`config.mk`:
```
export PLATFORM = sky130hd
export DESIGN_NAME = decim_frame_scheduler
export DESIGN_NICKNAME = d
export VERILOG_FILES = /design/src/rtl/decim_frame_scheduler.sv
export SDC_FILE = /design/constraint.sdc
export NUM_CORES = 1
export LEC_CHECK = 0
export ABC_AREA = 1
export BUFFER_PORTS_ARGS = -buffer_cell sky130_fd_sc_hd__buf_2
export CAP_MARGIN = 5
export CORE_MARGIN = 3
export CORE_UTILIZATION = 40
export DETAILED_ROUTE_END_ITERATION = 12
export PLACE_DENSITY = 0.62
export SLEW_MARGIN = 5
export SYNTH_ARGS = -nofsm -noshare
export SYNTH_HDL_FRONTEND = slang
export SYNTH_SLANG_ARGS = --single-unit
```
`constraint.sdc`:
```
create_clock -name clk -period 3.3 [get_ports clk]
set_input_delay 0.495 -clock clk [delete_from_list [all_inputs] [get_ports clk]]
set_output_delay 0.495 -clock clk [all_outputs]
set_load 0.02 [all_outputs]
```
`src/rtl/decim_frame_scheduler.sv`:
```
// decim_frame_scheduler
// Decimates an incoming sample stream by a runtime factor (1..16) and writes
// every kept sample into a two-bank frame RAM. Completed frames are offered to
// the pitch detector with a valid/ack handshake. When both banks are held by
// the consumer side the scheduler stalls, dropping and counting kept samples.
//
// Ports:
//   clk, reset              rising-edge clock, asynchronous active-high reset
//   start, stop             capture control pulses (stop wins over start)
//   decim_sel               decimation factor minus one, latched per frame
//   audio_valid, audio_in   input sample stream
//   wr_en/wr_bank/wr_addr/wr_data   frame RAM write port (registered)
//   frame_valid, frame_bank, frame_ack   frame handoff to the consumer
//   busy                    capture state machine is not idle
//   overrun, drop_count     sticky drop flag and saturating drop counter
module decim_frame_scheduler #(
  parameter int unsigned DATA_W    = 16,
  parameter int unsigned FRAME_LEN = 256,
  parameter int unsigned AW        = $clog2(FRAME_LEN)
) (
  input  logic              clk,
  input  logic              reset,
  input  logic              start,
  input  logic              stop,
  input  logic [3:0]        decim_sel,
  input  logic              audio_valid,
  input  logic [DATA_W-1:0] audio_in,
  output logic              wr_en,
  output logic              wr_bank,
  output logic [AW-1:0]     wr_addr,
  output logic [DATA_W-1:0] wr_data,
  output logic              frame_valid,
  output logic              frame_bank,
  input  logic              frame_ack,
  output logic              busy,
  output logic              overrun,
  output logic [15:0]       drop_count
);

  localparam logic [AW-1:0] LastAddr = AW'(FRAME_LEN - 1);

  typedef enum logic [1:0] {StIdle, StCapture, StStall} state_e;

  state_e              state_q, state_d;
  logic [3:0]          phase_q, phase_d;
  logic [3:0]          factor_q, factor_d;
  logic                wr_en_q, wr_en_d;
  logic                wr_bank_q, wr_bank_d;
  logic [AW-1:0]       wr_addr_q, wr_addr_d;
  logic [DATA_W-1:0]   wr_data_q, wr_data_d;
  logic                frame_valid_q, frame_valid_d;
  logic                frame_bank_q, frame_bank_d;
  logic                overrun_q, overrun_d;
  logic [15:0]         drop_count_q, drop_count_d;

  logic keep, ack_eff, frame_done, other_free, drop;

  // Phase >= factor (rather than ==) keeps decimation well defined when a
  // smaller factor is re-latched while the phase is already past it.
  assign keep       = audio_valid && (state_q != StIdle) && (phase_q >= factor_q);
  assign ack_eff    = frame_ack && frame_valid_q;
  // The frame completes in the cycle its last address is on the write port.
  assign frame_done = (state_q == StCapture) && wr_en_q && (wr_addr_q == LastAddr) && !stop;
  assign other_free = !frame_valid_q || frame_ack;

  // State register
  always_ff @(posedge clk or posedge reset) begin
    if (reset) begin
      state_q <= StIdle;
    end else begin
      state_q <= state_d;
    end
  end

  // Next-state logic
  always_comb begin
    state_d = state_q;
    unique case (state_q)
      StIdle:    if (start) state_d = StCapture;
      StCapture: if (frame_done && !other_free) state_d = StStall;
      StStall:   if (ack_eff) state_d = StCapture;
      default:   state_d = StIdle;
    endcase
    if (stop) state_d = StIdle;
  end

  // Output logic
  always_comb begin
    busy = (state_q != StIdle);
  end

  // Datapath next-state
  always_comb begin
    phase_d       = phase_q;
    factor_d      = factor_q;
    wr_en_d       = 1'b0;
    wr_bank_d     = wr_bank_q;
    wr_addr_d     = wr_addr_q;
    wr_data_d     = wr_data_q;
    frame_valid_d = frame_valid_q;
    frame_bank_d  = frame_bank_q;
    overrun_d     = overrun_q;
    drop_count_d  = drop_count_q;
    drop          = 1'b0;

    // Address advances the cycle after each write.
    if (wr_en_q) wr_addr_d = wr_addr_q + AW'(1);
    if (audio_valid && (state_q != StIdle)) phase_d = keep ? 4'd0 : phase_q + 4'd1;
    if (ack_eff) frame_valid_d = 1'b0;

    unique case (state_q)
      StIdle: begin
        if (start && !stop) begin
          phase_d      = 4'd0;
          factor_d     = decim_sel;
          wr_bank_d    = 1'b0;
          wr_addr_d    = '0;
          overrun_d    = 1'b0;
          drop_count_d = 16'd0;
        end
      end
      StCapture: begin
        if (frame_done) begin
          wr_addr_d = '0;
          factor_d  = decim_sel;
          if (other_free) begin
            frame_valid_d = 1'b1;
            frame_bank_d  = wr_bank_q;
            wr_bank_d     = ~wr_bank_q;
          end
          // Otherwise the full bank stays parked in wr_bank as the queued frame.
        end
        if (keep && !stop) begin
          if (frame_done && !other_free) begin
            drop = 1'b1;
          end else begin
            wr_en_d   = 1'b1;
            wr_data_d = audio_in;
          end
        end
      end
      StStall: begin
        if (keep && !stop) drop = 1'b1;
        if (ack_eff && !stop) begin
          // Queued bank becomes the offer; the acked bank is refilled.
          frame_valid_d = 1'b1;
          frame_bank_d  = wr_bank_q;
          wr_bank_d     = frame_bank_q;
          wr_addr_d     = '0;
        end
      end
      default: ;
    endcase

    if (stop) phase_d = 4'd0;

    if (drop) begin
      overrun_d = 1'b1;
      if (drop_count_q != 16'hFFFF) drop_count_d = drop_count_q + 16'd1;
    end
  end

  always_ff @(posedge clk or posedge reset) begin
    if (reset) begin
      phase_q       <= 4'd0;
      factor_q      <= 4'd0;
      wr_en_q       <= 1'b0;
      wr_bank_q     <= 1'b0;
      wr_addr_q     <= '0;
      wr_data_q     <= '0;
      frame_valid_q <= 1'b0;
      frame_bank_q  <= 1'b0;
      overrun_q     <= 1'b0;
      drop_count_q  <= 16'd0;
    end else begin
      phase_q       <= phase_d;
      factor_q      <= factor_d;
      wr_en_q       <= wr_en_d;
      wr_bank_q     <= wr_bank_d;
      wr_addr_q     <= wr_addr_d;
      wr_data_q     <= wr_data_d;
      frame_valid_q <= frame_valid_d;
      frame_bank_q  <= frame_bank_d;
      overrun_q     <= overrun_d;
      drop_count_q  <= drop_count_d;
    end
  end

  assign wr_en       = wr_en_q;
  assign wr_bank     = wr_bank_q;
  assign wr_addr     = wr_addr_q;
  assign wr_data     = wr_data_q;
  assign frame_valid = frame_valid_q;
  assign frame_bank  = frame_bank_q;
  assign overrun     = overrun_q;
  assign drop_count  = drop_count_q;

endmodule

```
==> run summary <==
Outcome -> finished clean
Routed Antenna Nets -> 0
Slew Limit Headroom -> 53.3%
Crit-path cells -> inv_1 > ha_1 > nand2_1 > nor2_2 > nand4_4 > nand2_1 > nand2_1 > nand2_1 > o21ai_2
Cts bufs inserted -> 5
H-Tree Depth -> 2
Routed vias -> 2,885
Clk_skew -> 0.00839 ns
Syn Nets -> 487
Overflow after GRT -> 0
Setup crit start kind -> flop
Fin. Hold Viols -> 0
YS warnings -> 0
Tcrit/Tclk final -> 67.1%
M1 GR Usage -> 23.7%
Post-synthesis sequential area ratio -> 42.3%
Min-Delay Path Class -> in -> async
Tightest Pin Transition -> 0.699 ns
Vias in the first global route -> 2,759
Clk buf depth -> 2
DRT Wirelength -> 7530 um
Root Driver -> clkbuf_8
CP Class -> reg -> reg
Hold WS -> 0.187 ns
Busiest grt layer -> met2
Share of cells above drive strength 1 -> 19.8%
DR WL/cell -> 12.1 um
Top Ports -> 72
Req. time, crit path -> 3.49 ns
FP Rows -> 32
Top cell by count, worst path -> nand2_1
Grt met2 use -> 28.8%
Mapped Area -> 3250 um2
Reg2reg path depth -> 9
Area Overhead vs Synth -> 16.6%
Reg-to-reg slack, setup -> 1.09 ns
Area leader, netlist -> dfrtp_1
Slowest-stage cell, CP -> dfrtp_1
Leakage power -> 2.33 nW
Mean Syn Cell Area -> 7.23 um2
Max-Cap Viols -> 0
Total Routing Usage GR -> 17.7%
Die H -> 96.2 um
CP endpoint kind -> flop
Post-synth top area share -> 42.3%
Die area -> 9250 um2
Clk_lat worst skew -> 0.31 ns
Pwr dens -> 532 nW/um2
Initial DRT Pass Iterations -> 4
Slew Limit Fails -> 0
Crit path time final -> 2.21 ns
Drt first-iter violations -> 123
R2R Path Start -> state_q[1]$_DFFE_PP0P_
Sink Count -> 55
Finished Cell Area -> 3790 um2
Setup TNS -> 0 ns
Most frequent cells in the layout -> 192 x nand2_1, 71 x buf_2, 57 x inv_1, 55 x dfrtp_1, 32 x nor2_1
Die W -> 96.2 um
Final Power -> 2.02 mW
Register bit total from synthesis -> 55
Pin count of the biggest net entering global routing -> 34
Mapped Cells -> 450
Initial antenna violation count -> 0
Routability cong. -> 0.877
Buffers on Ports -> 71
Post-DP HPWL -> 5650 um
Worst-path maximum fanout -> 20
Reg2reg end -> drop_count[4]$_DFF_PP0_
CP delay by family, top -> simple AND/OR/NAND/NOR gates
Crit path largest cell delay -> 0.43 ns
Hold-fix buffers, CTS -> 0
ANT cells -> 0
RSZ-0062 raised after global routing -> false
Distinct cells, synth -> 35
Core area -> 7810 um2
Number of vias per cell -> 4.63
Fin nets -> 558
Crit path buf inv count -> 1
Top cells by area, synth -> dfrtp_1 42%, nand2_1 22%, inv_1 6.7%
Endpoints failing setup -> 0
CTS resizes -> 0
First-pass GRT wire length -> 12,900 um
DRC -> 0
Met3 usage -> 3.91%
Post-DP Area -> 3680 um2
Worst endpoint data arrival time -> 2.40 ns
Initial Utilization -> 41.7%
Fmax -> 452 MHz
Commonest non-fill, non-tap cell in the layout -> nand2_1
CTS tree -> yes
Clock slew seen by the registers of the worst setup and hold paths -> 0.10 ns
Max IR drop VDD -> 0.288 mV
Post-CTS Setup Bufs -> 0
## flip-flops by register name (all words and copies together), names as in the netlist
name,flops
drop_count,16
factor_q,4
wr_en,1
wr_data,16
wr_addr,8
frame_valid,1
state_q,2
phase_q,4
frame_bank,1
overrun,1
wr_bank,1
## synthesized netlist by cell type (all sizes together)
| cell | number |
|---|---|
| a21oi | 8 |
| a31o | 1 |
| a31oi | 1 |
| buf | 8 |
| clkbuf | 1 |
| dfrtp | 55 |
| ha | 11 |
| inv | 61 |
| mux2 | 1 |
| nand2 | 195 |
| nand3 | 22 |
| nand3b | 1 |
| nand4 | 11 |
| nor2 | 35 |
| nor2b | 1 |
| nor3 | 5 |
| o21ai | 19 |
| o31ai | 1 |
| or2 | 2 |
| xnor2 | 3 |
| xor2 | 8 |
## per-layer routing
| metal | vias up | wire [um] |
|---|---|---|
| li1 | 1523 | - |
| met1 | 1293 | 3610 |
| met2 | 63 | 3470 |
| met3 | 6 | 374 |
| met4 | 0 | 74 |
| met5 | - | 0 |
## cell type report
type / count / area [um2]
Clock buffer: 5 / 68.8
Clock inverter: 2 / 37.5
Fill cell: 781 / 4020
Inverter: 61 / 229
Multi-Input combinational cell: 325 / 1580
Sequential cell: 55 / 1380
Tap cell: 102 / 128
Timing Repair Buffer: 73 / 370
## metrics by stage
step,setup slack [ns],instances,util [%]
finish,1.09,623,48.6
global route,0.822,623,48.6
CTS,1.07,623,48.6
detailed placement,1.10,616,47.2
global placement,1.23,616,47.2
floorplan,1.46,450,-
## how the worst max path moves through the flow
stage	endpoint	depth (start not counted)	start
2_1_floorplan	drop_count[0]$_DFF_PP0_	1	reset
3_3_place_gp	drop_count[2]$_DFF_PP0_	9	state_q[1]$_DFFE_PP0P_
5_1_grt	drop_count[2]$_DFF_PP0_	9	state_q[1]$_DFFE_PP0P_
3_5_place_dp	drop_count[2]$_DFF_PP0_	9	state_q[1]$_DFFE_PP0P_
4_1_cts	drop_count[2]$_DFF_PP0_	9	state_q[1]$_DFFE_PP0P_
6_report	drop_count[4]$_DFF_PP0_	9	state_q[1]$_DFFE_PP0P_
## kinds of logic (layout without fill, tap and decap cells)
family	after synthesis	count (layout)	synth area share, %
compound gates	30	30	5.54
xor+xnor	11	11	2.96
fa+ha+maj	11	11	4.23
buf+inv	70	141	9.04
flops	55	55	42.3
mux	1	1	0.346
simple gates	272	272	35.6
## worst reg2reg max path, delay by kind of cell, from the launching register on
kind / cells / cell delay [ns]
and+or+nand+nor: 6 / 1.21
DFF: 1 / 0.43
adders and majority gates: 1 / 0.30
buffers and inverters: 1 / 0.10
AOI/OAI and AO/OA: 1 / 0.07
## power by group
| group | internal, mW | total (mW) | switching (mW) |
|---|---|---|---|
| Sequential | 0.798 | 0.871 | 0.0731 |
| Clock | 0.222 | 0.452 | 0.229 |
| Combinational | 0.226 | 0.695 | 0.470 |
| Total | 1.25 | 2.02 | 0.772 |
No activity file was read; power rests on OpenSTA's default activity.
